## config.mk

```make
export PLATFORM = sky130hd
export DESIGN_NAME = nios2_mul_cell_arbiter_flat
export DESIGN_NICKNAME = d
export VERILOG_FILES = /design/src/rtl/nios2_mul_cell_arbiter_if.sv /design/src/rtl/nios2_mul_cell_arbiter.sv /design/src/flat_wrapper.sv
export SDC_FILE = /design/constraint.sdc
export NUM_CORES = 1
export LEC_CHECK = 0
export ABC_AREA = 1
export CORE_AREA = 4 4 129 131
export DETAILED_ROUTE_END_ITERATION = 8
export DIE_AREA = 0 0 133 135
export REMOVE_ABC_BUFFERS = 1
export SYNTH_ARGS = -nofsm -noshare
export SYNTH_HDL_FRONTEND = slang
export SYNTH_SLANG_ARGS = --single-unit
```

## constraint.sdc

```tcl
create_clock -name clk -period 1.6 [get_ports clk]
set_input_delay 0.48 -clock clk [delete_from_list [all_inputs] [get_ports clk]]
set_output_delay 0.48 -clock clk [all_outputs]
set_load 0.005 [all_outputs]
```

## src/rtl/nios2_mul_cell_arbiter_if.sv

```systemverilog
// Bundle of requester, response and multiplier-cell signals around nios2_mul_cell_arbiter.
// The slave modport is the arbiter's view; the master modport is its environment.
interface nios2_mul_cell_arbiter_if #(
    parameter int NUM_REQ = 2,
    parameter int ID_W    = 2
);
    logic [NUM_REQ-1:0]    req_valid;
    logic [NUM_REQ-1:0]    req_ready;
    logic [32*NUM_REQ-1:0] req_src1;
    logic [32*NUM_REQ-1:0] req_src2;
    logic [NUM_REQ-1:0]    req_src1_signed;
    logic [NUM_REQ-1:0]    req_src2_signed;

    logic                  rsp_valid;
    logic                  rsp_ready;
    logic [ID_W-1:0]       rsp_id;
    logic [63:0]           rsp_result;

    logic [31:0]           mul_src1;
    logic [31:0]           mul_src2;
    logic                  mul_src1_signed;
    logic                  mul_src2_signed;
    logic                  mul_en_in;
    logic                  mul_en_out;
    logic [63:0]           mul_result;

    modport slave (
        input  req_valid, req_src1, req_src2, req_src1_signed, req_src2_signed,
        input  rsp_ready, mul_result,
        output req_ready, rsp_valid, rsp_id, rsp_result,
        output mul_src1, mul_src2, mul_src1_signed, mul_src2_signed, mul_en_in, mul_en_out
    );

    modport master (
        output req_valid, req_src1, req_src2, req_src1_signed, req_src2_signed,
        output rsp_ready, mul_result,
        input  req_ready, rsp_valid, rsp_id, rsp_result,
        input  mul_src1, mul_src2, mul_src1_signed, mul_src2_signed, mul_en_in, mul_en_out
    );
endinterface

```

## src/rtl/nios2_mul_cell_arbiter.sv

```systemverilog
// Round-robin arbiter sharing one two-stage pipelined 32x32->64 multiplier cell.
// Optional stall counter enabled by defining NIOS2_MUL_ARB_STALL_CNT_EN.
module nios2_mul_cell_arbiter #(
    parameter int NUM_REQ = 2,
    parameter int ID_W    = 2
) (
    input  logic        clk,
    input  logic        reset_n,
`ifdef NIOS2_MUL_ARB_STALL_CNT_EN
    input  logic        stall_cnt_clr,
    output logic [31:0] stall_cnt,
`endif
    nios2_mul_cell_arbiter_if.slave bus
);
    localparam int SEL_W = $clog2(NUM_REQ);
    localparam int IDX_W = ID_W + 1;

    logic                v1, v2;
    logic [ID_W-1:0]     id1, id2;
    logic [ID_W-1:0]     rr_ptr;
    logic [ID_W-1:0]     rr_nxt;
    logic                adv;
    logic [NUM_REQ-1:0]  grant;
    logic                any_grant;
    logic [ID_W-1:0]     gnt_idx;
    logic [SEL_W-1:0]    sel;
    logic [IDX_W-1:0]    idx;

    logic [31:0]         src1_arr [NUM_REQ];
    logic [31:0]         src2_arr [NUM_REQ];

    for (genvar g = 0; g < NUM_REQ; g++) begin : g_unpack
        assign src1_arr[g] = bus.req_src1[32*g +: 32];
        assign src2_arr[g] = bus.req_src2[32*g +: 32];
    end

    // The cell's output register is the only place a finished product can wait,
    // so the whole pipe freezes while it holds an unaccepted result.
    assign adv = ~v2 | bus.rsp_ready;

    always_comb begin
        grant     = '0;
        any_grant = 1'b0;
        gnt_idx   = '0;
        idx       = '0;
        for (int k = 0; k < NUM_REQ; k++) begin
            idx = {1'b0, rr_ptr} + IDX_W'(k);
            if (idx >= IDX_W'(NUM_REQ)) begin
                idx = idx - IDX_W'(NUM_REQ);
            end
            if (!any_grant && bus.req_valid[idx[SEL_W-1:0]]) begin
                any_grant                = 1'b1;
                gnt_idx                  = idx[ID_W-1:0];
                grant[idx[SEL_W-1:0]]    = 1'b1;
            end
        end
    end

    assign sel    = gnt_idx[SEL_W-1:0];
    assign rr_nxt = (gnt_idx == ID_W'(NUM_REQ - 1)) ? '0 : gnt_idx + 1'b1;

    always_ff @(posedge clk or negedge reset_n) begin
        if (!reset_n) begin
            v1     <= 1'b0;
            v2     <= 1'b0;
            id1    <= '0;
            id2    <= '0;
            rr_ptr <= '0;
        end else if (adv) begin
            v2  <= v1;
            id2 <= id1;
            v1  <= any_grant;
            id1 <= gnt_idx;
            if (any_grant) begin
                rr_ptr <= rr_nxt;
            end
        end
    end

    // Accepts are masked while reset is held so no requester sees a phantom handshake.
    assign bus.req_ready       = (adv && reset_n) ? grant : '0;
    assign bus.mul_src1        = any_grant ? src1_arr[sel] : '0;
    assign bus.mul_src2        = any_grant ? src2_arr[sel] : '0;
    assign bus.mul_src1_signed = any_grant & bus.req_src1_signed[sel];
    assign bus.mul_src2_signed = any_grant & bus.req_src2_signed[sel];
    assign bus.mul_en_in       = adv;
    assign bus.mul_en_out      = adv;

    assign bus.rsp_valid  = v2;
    assign bus.rsp_id     = id2;
    assign bus.rsp_result = bus.mul_result;

`ifdef NIOS2_MUL_ARB_STALL_CNT_EN
    always_ff @(posedge clk or negedge reset_n) begin
        if (!reset_n) begin
            stall_cnt <= '0;
        end else if (stall_cnt_clr) begin
            stall_cnt <= '0;
        end else if (v2 && !bus.rsp_ready && (stall_cnt != 32'hFFFF_FFFF)) begin
            stall_cnt <= stall_cnt + 32'd1;
        end
    end
`endif

endmodule

```

## src/flat_wrapper.sv

```systemverilog
// flat-port wrapper written by rule: the top's interface ports become plain ports
module nios2_mul_cell_arbiter_flat 
#(
    parameter int NUM_REQ = 2,
    parameter int ID_W    = 2
)
  (clk, reset_n, bus_req_valid, bus_req_src1, bus_req_src2, bus_req_src1_signed, bus_req_src2_signed, bus_rsp_ready, bus_mul_result, bus_req_ready, bus_rsp_valid, bus_rsp_id, bus_rsp_result, bus_mul_src1, bus_mul_src2, bus_mul_src1_signed, bus_mul_src2_signed, bus_mul_en_in, bus_mul_en_out);
  nios2_mul_cell_arbiter_if #(.NUM_REQ(NUM_REQ), .ID_W(ID_W)) bus_i ();
  input  logic clk;
  input  logic reset_n;
  input wire logic [$bits(bus_i.req_valid)-1:0] bus_req_valid;
  input wire logic [$bits(bus_i.req_src1)-1:0] bus_req_src1;
  input wire logic [$bits(bus_i.req_src2)-1:0] bus_req_src2;
  input wire logic [$bits(bus_i.req_src1_signed)-1:0] bus_req_src1_signed;
  input wire logic [$bits(bus_i.req_src2_signed)-1:0] bus_req_src2_signed;
  input wire logic [$bits(bus_i.rsp_ready)-1:0] bus_rsp_ready;
  input wire logic [$bits(bus_i.mul_result)-1:0] bus_mul_result;
  output wire logic [$bits(bus_i.req_ready)-1:0] bus_req_ready;
  output wire logic [$bits(bus_i.rsp_valid)-1:0] bus_rsp_valid;
  output wire logic [$bits(bus_i.rsp_id)-1:0] bus_rsp_id;
  output wire logic [$bits(bus_i.rsp_result)-1:0] bus_rsp_result;
  output wire logic [$bits(bus_i.mul_src1)-1:0] bus_mul_src1;
  output wire logic [$bits(bus_i.mul_src2)-1:0] bus_mul_src2;
  output wire logic [$bits(bus_i.mul_src1_signed)-1:0] bus_mul_src1_signed;
  output wire logic [$bits(bus_i.mul_src2_signed)-1:0] bus_mul_src2_signed;
  output wire logic [$bits(bus_i.mul_en_in)-1:0] bus_mul_en_in;
  output wire logic [$bits(bus_i.mul_en_out)-1:0] bus_mul_en_out;
  assign bus_i.req_valid = bus_req_valid;
  assign bus_i.req_src1 = bus_req_src1;
  assign bus_i.req_src2 = bus_req_src2;
  assign bus_i.req_src1_signed = bus_req_src1_signed;
  assign bus_i.req_src2_signed = bus_req_src2_signed;
  assign bus_i.rsp_ready = bus_rsp_ready;
  assign bus_i.mul_result = bus_mul_result;
  assign bus_req_ready = bus_i.req_ready;
  assign bus_rsp_valid = bus_i.rsp_valid;
  assign bus_rsp_id = bus_i.rsp_id;
  assign bus_rsp_result = bus_i.rsp_result;
  assign bus_mul_src1 = bus_i.mul_src1;
  assign bus_mul_src2 = bus_i.mul_src2;
  assign bus_mul_src1_signed = bus_i.mul_src1_signed;
  assign bus_mul_src2_signed = bus_i.mul_src2_signed;
  assign bus_mul_en_in = bus_i.mul_en_in;
  assign bus_mul_en_out = bus_i.mul_en_out;
  nios2_mul_cell_arbiter #(.NUM_REQ(NUM_REQ), .ID_W(ID_W)) u_core (.clk(clk), .reset_n(reset_n), .bus(bus_i));
endmodule
```

# Word level (Yosys, flattened, before mapping)
# Cells that the tools add are included.
# Widths: inputs -> output; s select.
# word_totals
register_bits	8
out_inout_bits	137
word_cells	60
inputBits	201
# op_classes
n_bitwise	6
n_eq_ne	1
order_cmp	8
n_mux	30
n_reduce_logical	6
n_addsub	4
# op_table
op	n
$mux 32	8
$mux 2	8
$mux 1	12
$lt 1x2->1 const B	3
$ge 2x2->1 const B	2
$logic_and 1x1->1	4
$sub 2x2->2 const B	2
$add 2x1->3 const B	1
$ge 3x2->1 const B	1
$add 2x1->2 const B	1
$and 1x1->1	2
$demux 1 s1	2
$eq 2x1->1 const B	1
$ge 1x1->1 const B	2
$not 1->2	1
$or 2x2->2	1
$reduce_and 2->1	1
$logic_not 1->1	1
$not 1->1	1
$or 1x1->1	1

# Longest topological paths before layout
# depth
depth_word	13
mapped_depth	8
depth_no_buf	5

# Worst setup path before layout
# Ideal clock, no wire load.
# synth_timing
path_kind	input to output
start	input bus_req_valid[0]
end	output bus_mul_src1[0]
cell_stages	7
slack_ps	-25
n_path_buf	3
arrival_ps	1145
path_cell_list	buf_4 nand2_1 nand2_2 buf_6 buf_2 nand2_1 nand2_1
# synth_via
elab_chain_len	11
# synth_lines
element	line	text
start, declared	flat_wrapper.sv:11	input wire logic [$bits(bus_i.req_valid)-1:0] bus_req_valid;
$mux 1 (not written as such) (2 in a row)	nios2_mul_cell_arbiter.sv:51	if (!any_grant && bus.req_valid[idx[SEL_W-1:0]]) begin
$mux 1	nios2_mul_cell_arbiter.sv:51	
$logic_not 1->1	nios2_mul_cell_arbiter.sv:51	
$logic_and 1x1->1	nios2_mul_cell_arbiter.sv:51	
$mux 2	nios2_mul_cell_arbiter.sv:51	
$not 1->2 (not written as such)	nios2_mul_cell_arbiter.sv:82	assign bus.mul_src1 = any_grant ? src1_arr[sel] : '0;
$mux 32 (not written as such) (3 in a row)	nios2_mul_cell_arbiter.sv:82	
$mux 32 *	nios2_mul_cell_arbiter.sv:82	
end, declared	flat_wrapper.sv:22	output wire logic [$bits(bus_i.mul_src1)-1:0] bus_mul_src1;
# Mark *: on every way between the ends. The rest lies on a longest branch, timed or not. The select of a mux whose other input is x is not followed.

# Worst setup path in the final report
# layout_timing
start	register u_core.rr_ptr[0]
end	output bus_mul_src2[28]
# layout_via
elab_chain_len	13
# layout_lines
element	line	text
start, declared	nios2_mul_cell_arbiter.sv:20	logic [ID_W-1:0] rr_ptr;
start signal, assigned	nios2_mul_cell_arbiter.sv:75	rr_ptr <= rr_nxt;
parallel branches: the longest is 12 deep, another holds $add 2x1->3	--	
$mux 32 *	nios2_mul_cell_arbiter.sv:83	assign bus.mul_src2 = any_grant ? src2_arr[sel] : '0;
end, declared	flat_wrapper.sv:23	output wire logic [$bits(bus_i.mul_src2)-1:0] bus_mul_src2;
# Mark *: on every way between the ends. The select of a mux whose other input is x is not followed.

==> impl_metrics.tcl <==
set metrics [dict create \
    outcome "finished with violations" \
    failed_checks "negative setup slack" \
    p_leak_nw 2.92 \
    crit_slowest_cell "dfrtp_1" \
    fmax_mhz 492 \
    row_count 46 \
    slew_violations 0 \
    clock_skew_ns 0.000700 \
    place_inst 818 \
    cp_top_family "buffers and inverters" \
    final_nets 853 \
    hold_viol 0 \
    cts-root-buf "clkbuf_16" \
    n_fill_cell 1716 \
    slew_headroom_pct 87.8 \
    cp_cell_sequence "inv_2 -> nand2_4 -> nand2_8 -> buf_12 -> buf_12 -> buf_16 -> buf_4 -> nand2_4 -> nand2_1 -> buf_2" \
    die_y_um 135 \
    area.sequential_um2 200 \
    final_util_pct 31.5 \
    synth_seq_area_share_pct 8.93 \
    path_class "reg2out" \
    yosysUniqueCellTypes 11 \
    r2r_slack_ns 0.25 \
    yosys.area_share.adder_pct 0 \
    synthMuxAreaShare_pct 0 \
    vias_per_cell 3.78 \
    rsz0062_at_grt "true" \
    dr.pass1.iters 4 \
    layout_min_cycle_time_ns 2.03 \
    synthXorXnorAreaFrac_pct 0 \
    fin_cells 866 \
    cts_made_buffers 3 \
    synth_compound_area_share_pct 0.223 \
    hp-class "in2async" \
    synthSimpleGateAreaFrac_pct 49.9 \
    rr_worst_depth 8 \
    cts_hold_buf 0 \
    grt_overflow 0 \
    final_cell_area_um2 4910 \
    core_area_um2 15600 \
    cts_sinks 8 \
    multi_input_area_um2 1410 \
    place_congestion 0.775 \
    grt_max_degree 40 \
    min_period_over_period_pct 127 \
    ys_warn_count 0 \
    vias 3272 \
    drc 0 \
    slowest_delay_ns 0.38 \
    cts_buffer_depth 2 \
    synth_top_family_by_area "simple AND/OR/NAND/NOR gates" \
    die_area_um2 18000 \
    max-vdd-ir-drop_mv 0.530 \
    drt_iter0_drc 84 \
    r2r-end "u_core.id1[0]" \
    clk_latency_ns 0.23 \
    endpoint_kind "output port" \
    wl_per_cell_um 18.9 \
    area_growth_pct 119 \
    io_pins 338 \
    worstReg2RegStart "u_core.rr_ptr[0]" \
    die-width_um 133 \
    final_cell_mix "nand2_1, clkdlybuf4s50_1, inv_1, nand2_2, buf_2" \
    grtUsageTotal_pct 17.0 \
    path_clk_slew_ns 0.04 \
    syn-instance-count 466 \
    antenna_found_initial 0 \
    final_common_cell "nand2_1" \
    placed_area_um2 4130 \
    critPathBufInv 6 \
    htreeDepth 1 \
    drive_above_1_share_pct 33.1 \
    antennaDiodeCount 0 \
    crit_fanout 7 \
    crit_required_ns 1.12 \
    crit_path_start_kind "flop" \
    avgSynthCellArea_um2 4.81 \
    setup_viol 67 \
    setup_slack_ns -0.431 \
    ys_seq_elements 8 \
    numPortBuffers 209 \
    syn-cell-area_um2 2240 \
    totalWireLength_um 16400 \
    grt_pass1_vias 3092 \
    place_hpwl_um 11900 \
    grt_pass1_wl_um 21900 \
    start_util_pct 14.4 \
    p_per_area_nw_per_um2 497 \
    tightest_slew_ns 0.182 \
    cp.arrival_ns 1.55 \
    max_cap_viol_count 0 \
    finalPower_mw 2.44 \
    place_ws_ns -1.01 \
    cts_tree "done" \
    ant_nets 0 \
]
-- kinds of logic after synthesis --
group           Yosys count
compound gates            1
buf+inv                 161
flops                     8
simple gates            296
-- synth_stat cells --
cell / instances / area, um^2
buf_2: 14 / 70.1
buf_4: 69 / 518
buf_6: 5 / 56.3
dfrtp_1: 8 / 200
inv_1: 72 / 270
inv_2: 1 / 3.75
nand2_1: 289 / 1080
nand2_2: 2 / 12.5
nand3_1: 2 / 10.0
nor2_1: 3 / 11.3
o21ai_0: 1 / 5.00
-- cell type report --
cell class                 count  area share (%)
sequential                     8            4.08
clock buffer                   3            1.53
tap                          216            5.50
timing repair buffer         269            54.7
multi-input combinational    297            28.6
inverter                      73            5.58
-- worst reg2reg max path: cells and delay by family (launching register included) --
family,cells,cell delay [ns]
buf+inv,4,0.57
flops,1,0.40
simple gates,4,0.28
-- how the worst max path moves through the flow --
| stage | from | to | slack, ns | cells past startpoint |
|---|---|---|---|---|
| after floorplan | bus_req_valid[0] | bus_mul_src1[0] | -0.22 | 5 |
| after global placement | bus_req_valid[1] | bus_mul_src2[22] | -0.99 | 7 |
| after detailed placement | bus_req_valid[1] | bus_mul_src2[9] | -1.01 | 7 |
| after CTS | u_core.rr_ptr[0] | bus_mul_src2[5] | -0.44 | 10 |
| after global routing | u_core.rr_ptr[0] | bus_mul_src2[8] | -0.50 | 10 |
| final | u_core.rr_ptr[0] | bus_mul_src2[28] | -0.43 | 10 |
-- metal layers --
metal | up-vias | track usage (%) | wire length (um)
met1 | 1397 | 18.1 | 5920
met2 | 247 | 24.3 | 6660
li1 | 1616 | - | -
met4 | 4 | 0.751 | 44
met5 | - | 10.0 | 211
met3 | 8 | 17.1 | 3530
-- sequential cells by signal (all words and copies together), names as in the netlist --
name                  cells
u_core.v1                 1
u_core.id1                2
u_core.rr_ptr             2
u_core.bus.rsp_valid      1
u_core.bus.rsp_id         2
-- where the power goes --
| group | total, mW | leakage, nW | switching, mW | internal, mW |
|---|---|---|---|---|
| Sequential | 0.239 | 0.101 | 0.0131 | 0.226 |
| Combinational | 1.78 | 2.78 | 0.732 | 1.05 |
| Clock | 0.421 | 0.0370 | 0.0988 | 0.322 |
-- metrics by stage --
stage / TNS, ns / hold slack (ns)
2_1_floorplan: -14.65 / 0.184
4_1_cts: -22.40 / 0.316
6_report: -20.55 / 0.313
3_5_place_dp: -66.96 / 0.446
3_3_place_gp: -65.29 / 0.444
5_1_grt: -25.38 / 0.323
-- timing repair --
action,in CTS,in global routing
pin swaps,28,15
setup buffers,39,3
gates resized for setup,374,53
setup endpoints to repair,71,69
cloned,11,0
Power figures use the tool's default switching activity.
